===== src/rtl/rca_pkg.sv =====
// Purpose: shared constants for the ripple-carry adder block.
// Latency: n/a (declarations only).
// Backpressure: n/a (declarations only).
package rca_pkg;

    // Default operand width used by the adder and its bus interface.
    localparam int RCA_WIDTH_DEFAULT = 4;

    // Legal width range for the adder.
    localparam int RCA_WIDTH_MIN = 1;
    localparam int RCA_WIDTH_MAX = 32;

endpackage : rca_pkg


===== src/rtl/rca_if.sv =====
// Purpose: operand/result bus for the ripple-carry adder.
// Latency: n/a (wires only); result is one clock behind operands.
// Backpressure: none; a new operand set may be presented every cycle.
//
// Signals:
//   a, b   - unsigned addends (WIDTH bits), driven by the master
//   cin    - carry into bit 0, driven by the master
//   sum    - registered sum bits, driven by the slave
//   c4     - registered carry out of the MSB, driven by the slave
interface rca_if
    import rca_pkg::*;
#(
    parameter int WIDTH = RCA_WIDTH_DEFAULT
);
    logic [WIDTH-1:0] a;
    logic [WIDTH-1:0] b;
    logic             cin;
    logic [WIDTH-1:0] sum;
    logic             c4;

    modport master (
        output a,
        output b,
        output cin,
        input  sum,
        input  c4
    );

    modport slave (
        input  a,
        input  b,
        input  cin,
        output sum,
        output c4
    );
endinterface : rca_if


===== src/rtl/rca_full_adder.sv =====
// Purpose: single-bit full adder, one stage of the ripple chain.
// Latency: combinational.
// Backpressure: none.
//
// Ports: x, y - addend bits; ci - carry in; s - sum bit; co - carry out.
module full_adder (
    input  logic x,
    input  logic y,
    input  logic ci,
    output logic s,
    output logic co
);
    logic p;

    // Propagate term is shared between the sum and the carry.
    assign p  = x ^ y;
    assign s  = p ^ ci;
    assign co = (x & y) | (ci & p);
endmodule : full_adder


===== src/rtl/rca.sv =====
// Purpose: WIDTH-bit ripple-carry adder with registered {c4, sum}.
// Latency: one clk; operands before edge N appear on sum/c4 after edge N.
// Backpressure: none; accepts a new operand set every cycle.
//
// Ports:
//   clk - system clock, all state on its rising edge
//   rst - synchronous active-high reset, clears sum and c4
//   bus - rca_if slave: a, b, cin in (unregistered); sum, c4 out
module rca
    import rca_pkg::*;
#(
    parameter int WIDTH = RCA_WIDTH_DEFAULT
) (
    input  logic  clk,
    input  logic  rst,
    rca_if.slave  bus
);
    // carry[i] feeds stage i; carry[WIDTH] is the carry out of the MSB.
    logic [WIDTH:0]   carry;
    logic [WIDTH-1:0] sum_d;
    logic             c4_d;
    logic [WIDTH-1:0] sum_q;
    logic             c4_q;

    assign carry[0] = bus.cin;

    for (genvar i = 0; i < WIDTH; i++) begin : g_stage
        full_adder u_fa (
            .x  (bus.a[i]),
            .y  (bus.b[i]),
            .ci (carry[i]),
            .s  (sum_d[i]),
            .co (carry[i+1])
        );
    end

    assign c4_d = carry[WIDTH];

    // The only storage in the block: WIDTH+1 result flops.
    always_ff @(posedge clk) begin
        if (rst) begin
            sum_q <= '0;
            c4_q  <= 1'b0;
        end else begin
            sum_q <= sum_d;
            c4_q  <= c4_d;
        end
    end

    assign bus.sum = sum_q;
    assign bus.c4  = c4_q;
endmodule : rca


===== src/flat_wrapper.sv =====
// flat-port wrapper written by rule: the top's interface ports become plain ports
module rca_flat import rca_pkg::*;
#(
    parameter int WIDTH = RCA_WIDTH_DEFAULT
)
  (clk, rst, bus_a, bus_b, bus_cin, bus_sum, bus_c4);
  rca_if #(.WIDTH(WIDTH)) bus_i ();
  input  logic clk;
  input  logic rst;
  input wire logic [$bits(bus_i.a)-1:0] bus_a;
  input wire logic [$bits(bus_i.b)-1:0] bus_b;
  input wire logic [$bits(bus_i.cin)-1:0] bus_cin;
  output wire logic [$bits(bus_i.sum)-1:0] bus_sum;
  output wire logic [$bits(bus_i.c4)-1:0] bus_c4;
  assign bus_i.a = bus_a;
  assign bus_i.b = bus_b;
  assign bus_i.cin = bus_cin;
  assign bus_sum = bus_i.sum;
  assign bus_c4 = bus_i.c4;
  rca #(.WIDTH(WIDTH)) u_core (.clk(clk), .rst(rst), .bus(bus_i));
endmodule

===== config.mk =====
export PLATFORM = sky130hd
export DESIGN_NAME = rca_flat
export DESIGN_NICKNAME = d
export VERILOG_FILES = /design/src/rtl/rca_pkg.sv /design/src/rtl/rca_if.sv /design/src/rtl/rca_full_adder.sv /design/src/rtl/rca.sv /design/src/flat_wrapper.sv
export SDC_FILE = /design/constraint.sdc
export NUM_CORES = 1
export LEC_CHECK = 0
export ABC_AREA = 1
export CORE_AREA = 10 10 47 49
export DETAILED_ROUTE_END_ITERATION = 7
export DIE_AREA = 0 0 57 59
export SLEW_MARGIN = 20
export SYNTH_ARGS = -nofsm -noshare
export SYNTH_HDL_FRONTEND = slang
export SYNTH_SLANG_ARGS = --single-unit
export TNS_END_PERCENT = 50

===== constraint.sdc =====
create_clock -name clk -period 2.8 [get_ports clk]
set_input_delay 0.7 -clock clk [delete_from_list [all_inputs] [get_ports clk]]
set_output_delay 0.7 -clock clk [all_outputs]
set_load 0.01 [all_outputs]

==> out/metrics.cfg, run 1 <==
[outcome]
outcome=finished, final reports clean

[timing]
tightest_slew_ns=0.154
fin_ws_ns=0.275
final-max-slew-violation-count=0
rsz0062_at_grt=no
fmax_ghz=0.396
slew_headroom=0.897
setup_viol=0
post-route-period-util=0.902
setup_tns_ns=0
min_period_ns=2.52
hold_viol_final=0

[synth]
syn-cell-area_um2=233
syn_inst=23
syn-num-nets=38
ys.flop_type=dfxtp_1
ys_ff_latch=5
synthArstFlopShare=0
yosys-top-cells-count=inv_1, dfxtp_1, nor2_1
synth_cell_types=4
synth_top_area_cell=dfxtp_1
yosysTopAreaCellShare=0.430
synth-edff-count=0
yosys_warnings=0
synth_area_leaders=dfxtp_1, fa_1, inv_1, nor2_1
yosysSeqAreaShare=0.430
synth.most_common_cell=inv_1
avgSynthCellArea_um2=10.1

[floorplan]
start_util=0.166
die-height_um=59
num_rows=14
core_area_um2=1400
die_area_um2=3360
num_io_pins=16
die_x_um=57

[pwr]
p_leak_nw=0.201
power.density_nw_per_um2=501
ir_worst_vdd_mv=0.0973
p_total_mw=0.215

[global_routing]
grtUsageTotal=0.0352
antenna_found_initial=0
grt_pass1_wl_um=793
grt_max_degree=6
grt_pass1_vias=210
grt_overflow=0

[critical_path]
cp-start-kind=primary input
cp_max_fo=1
cp_data_required_time_ns=2.97
end_kind=register
critical_path_class=in -> reg
cp.arrival_ns=2.70

[final_layout]
final_cells=58
regArea_um2=100
fin_area_um2=429
syn_to_final_growth_pct=84.4
fillers=168
multi_input_area_um2=98.8
drive_gt1_frac=0.0714
n_antenna_cell=0
fin_nets=58

[placed_design]
dp_cells=54
dp_slack_ns=0.0133
place_hpwl_um=463
place.gp.congestion=0.603
place_area_um2=403
io_buffers=15

[clock_network]
post_cts_buffers=0
clockRootBuffer=clkbuf_4
postCtsHoldBufs=0
clkTransAtPathRegs_ns=0.04
cts_made_buffers=3
clock_sinks=5
h-tree-depth=1
cts_resized=0
cts_tree=built
clock_path_buffers=2

[drt]
finalWirelength_um=499
drt_iter0_drc=0
via_per_inst=3.31
postRouteAntennaNets=0
dr.pass1.iters=1
vias=192
drc_errors=0
wl_per_cell_um=8.60

[hold_path]
hp-class=in -> reg
hold_end=u_core.bus.sum[3]$_SDFF_PP0_
whs_path_depth=2
hold_start=rst

[run]
max-cap-violations=0

metal layers:
layer / vias up / wire, um / track usage
met5: - / 0 / 0
met2: 12 / 236 / 0.0450
met1: 80 / 191 / 0.0265
met3: 2 / 44 / 0.0193
li1: 98 / - / -
met4: 0 / 26 / 0.0705
worst max-delay path by stage:
stage / startpoint / endpoint / slack [ns]
final: bus_cin / u_core.bus.sum[3]$_SDFF_PP0_ / 0.28
after global routing: bus_cin / u_core.bus.sum[3]$_SDFF_PP0_ / 0.16
after CTS: bus_cin / u_core.bus.sum[3]$_SDFF_PP0_ / 0.26
after detailed placement: bus_cin / u_core.bus.sum[3]$_SDFF_PP0_ / 0.01
after global placement: bus_cin / u_core.bus.sum[3]$_SDFF_PP0_ / 0.02
after floorplan: bus_cin / u_core.bus.sum[3]$_SDFF_PP0_ / 0.50
metrics by stage:
stage	hold slack, ns	utilization
6_report	1.07	0.306
5_1_grt	1.09	0.306
4_1_cts	1.06	0.306
3_5_place_dp	1.32	0.288
3_3_place_gp	1.32	0.288
2_1_floorplan	0.767	-
worst max-delay path, cell delays in order:
cell and delay [ns]:
clkdlybuf4s50_1 0.40, inv_1 0.08, fa_1 0.17, inv_1 0.05, fa_1 0.37, fa_1 0.36, inv_1 0.08, fa_1 0.41
nor2_1 0.10
power breakdown:
| group | switching (mW) | internal (mW) | leakage [nW] |
|---|---|---|---|
| clock network | 0.0268 | 0.0537 | 0.0150 |
| logic | 0.0200 | 0.0331 | 0.144 |
| registers | 0.00171 | 0.0796 | 0.0417 |
area by class of cell:
class / instances / area share
timing repair buffer: 15 / 0.350
clock buffer: 4 / 0.0612
tap: 16 / 0.0466
multi-input combinational: 9 / 0.230
inverter: 9 / 0.0787
sequential: 5 / 0.233
layout by cell type (no fill, tap or decap):
cell,netlist,routed
fa_1,4,4
clkdlybuf4s50_1,0,15
clkbuf_4,0,3
nor2_1,5,5
inv_1,9,9
dfxtp_1,5,5
clkbuf_1,0,1
cells by family (layout without fill, tap and decap cells):
group,after synthesis,after routing,share of synthesized area
and+or+nand+nor,5,5,0.0807
buffers and inverters,9,28,0.145
DFF,5,5,0.430
adders and majority gates,4,4,0.344
registers in the layout, indices dropped and copies added (netlist names):
register,count
u_core.bus.c4,1
u_core.bus.sum,4
Note: power is estimated with default switching activity, not from simulation.
==> run 2: changes to the inputs <==
PLACE_DENSITY = 0.52   (was unset)
==> out/metrics.cfg, run 2 (same netlist as run 1, synthesis figures left out) <==
[clock_network]
clockRootBuffer=clkbuf_4
clock_path_buffers=2
cts_tree=built
postCtsHoldBufs=0
clock_sinks=5
cts_resized=0
h-tree-depth=1
cts_made_buffers=3
clkTransAtPathRegs_ns=0.04
post_cts_buffers=0

[critical_path]
cp_max_fo=1
critical_path_class=in -> reg
worstPathCellList=clkdlybuf4s50_1, inv_1, fa_1, inv_1, fa_1, fa_1, inv_1, fa_1, nor2_1
cp-start-kind=primary input
crit_path_frequent_cell=fa_1
critical_path_buf_inv_count=4
cp.arrival_ns=2.70
crit_slowest_cell=clkdlybuf4s50_1
end_kind=register
cp_data_required_time_ns=2.97
slowest_delay_ns=0.40
crit_family=adder cells

[pwr]
pwr-share-comb=0.246
p_int_mw=0.166
ir_worst_vdd_mv=0.0953
p_total_mw=0.215
power.switching_mw=0.0489
pwr-share-clk=0.375
switching_share=0.227
p_leak_nw=0.201
power.density_nw_per_um2=502
pwr-share-seq=0.378

[final_layout]
syn_to_final_growth_pct=84.4
fillers=171
largest_reg_flops=4
final_cells=58
n_antenna_cell=0
final_cell_mix=clkdlybuf4s50_1, inv_1, nor2_1, dfxtp_1, fa_1
final_common_cell=clkdlybuf4s50_1
fin_nets=58
drive_gt1_frac=0.0714

[floorplan]
start_util=0.166
num_rows=14
num_io_pins=16
core_area_um2=1400
die-height_um=59
die_x_um=57
die_area_um2=3360

[timing]
rsz0062_at_grt=no
min_period_ns=2.53
hold_viol_final=0
final-max-slew-violation-count=0
post-route-period-util=0.903
slew_headroom=0.889
fmax_ghz=0.395
tightest_slew_ns=0.166
setup_viol=0

[drt]
postRouteAntennaNets=0
dr.pass1.iters=2
wl_per_cell_um=8.36
via_per_inst=3.47
vias=201
drc_errors=0
finalWirelength_um=485
drt_iter0_drc=1

[global_routing]
grt_pass1_wl_um=862
antenna_found_initial=0
grt_overflow=0
grt_pass1_vias=245
grt_max_degree=6
grtUsageTotal=0.0344

[outcome]
outcome=finished, final reports clean

[run]
max-cap-violations=0

[placed_design]
io_buffers=15
place.gp.congestion=0.634
dp_cells=54
place_hpwl_um=448

[hold_path]
hp-class=in -> reg

[run 2: area by class of cell]
cell class,instances,area (um2),area share
repair buffers,15,150,0.350
well taps,16,20.0,0.0466
flip-flops and latches,5,100,0.233
clock buffers,4,26.3,0.0612
inverters,9,33.8,0.0787
multi-input cells,9,98.8,0.230
[run 2: worst paths after layout]
| path | from | endpoint | slack (ns) | cells after the start |
|---|---|---|---|---|
| worst max-delay path | bus_cin | u_core.bus.sum[3]$_SDFF_PP0_ | 0.27 | 9 |
| worst min-delay path | rst | u_core.bus.sum[3]$_SDFF_PP0_ | 1.09 | 2 |
[run 2: power groups by stage]
stage	Sequential (mW)	Clock, mW	Combinational (mW)
6_report	0.0814	0.0808	0.0530
3_5_place_dp	0.0828	0	0.0548
4_1_cts	0.0817	0.0840	0.0550
3_3_place_gp	0.0825	0	0.0543
2_1_floorplan	0.0872	0	0.0154
5_1_grt	0.0828	0.0890	0.0596
[run 2: per-stage QoR]
step                instance area, um2  utilization  setup slack, ns  setup TNS, ns  hold WS, ns
finish                             429        0.306            0.270              0         1.09
global route                       429        0.306            0.136              0         1.13
CTS                                429        0.306            0.245              0         1.09
detailed placement                 403        0.288       -0.0000797     -0.0000797         1.34
global placement                   403        0.288          0.00542              0         1.33
floorplan                          233            -            0.503              0        0.767
[run 2: per-layer routing]
metal	up-vias	global-route usage	part of all wire
met5	-	0	0
met4	0	0.0503	0
met3	0	0.0236	0.13
met2	11	0.0496	0.54
met1	93	0.0254	0.33
li1	97	-	-
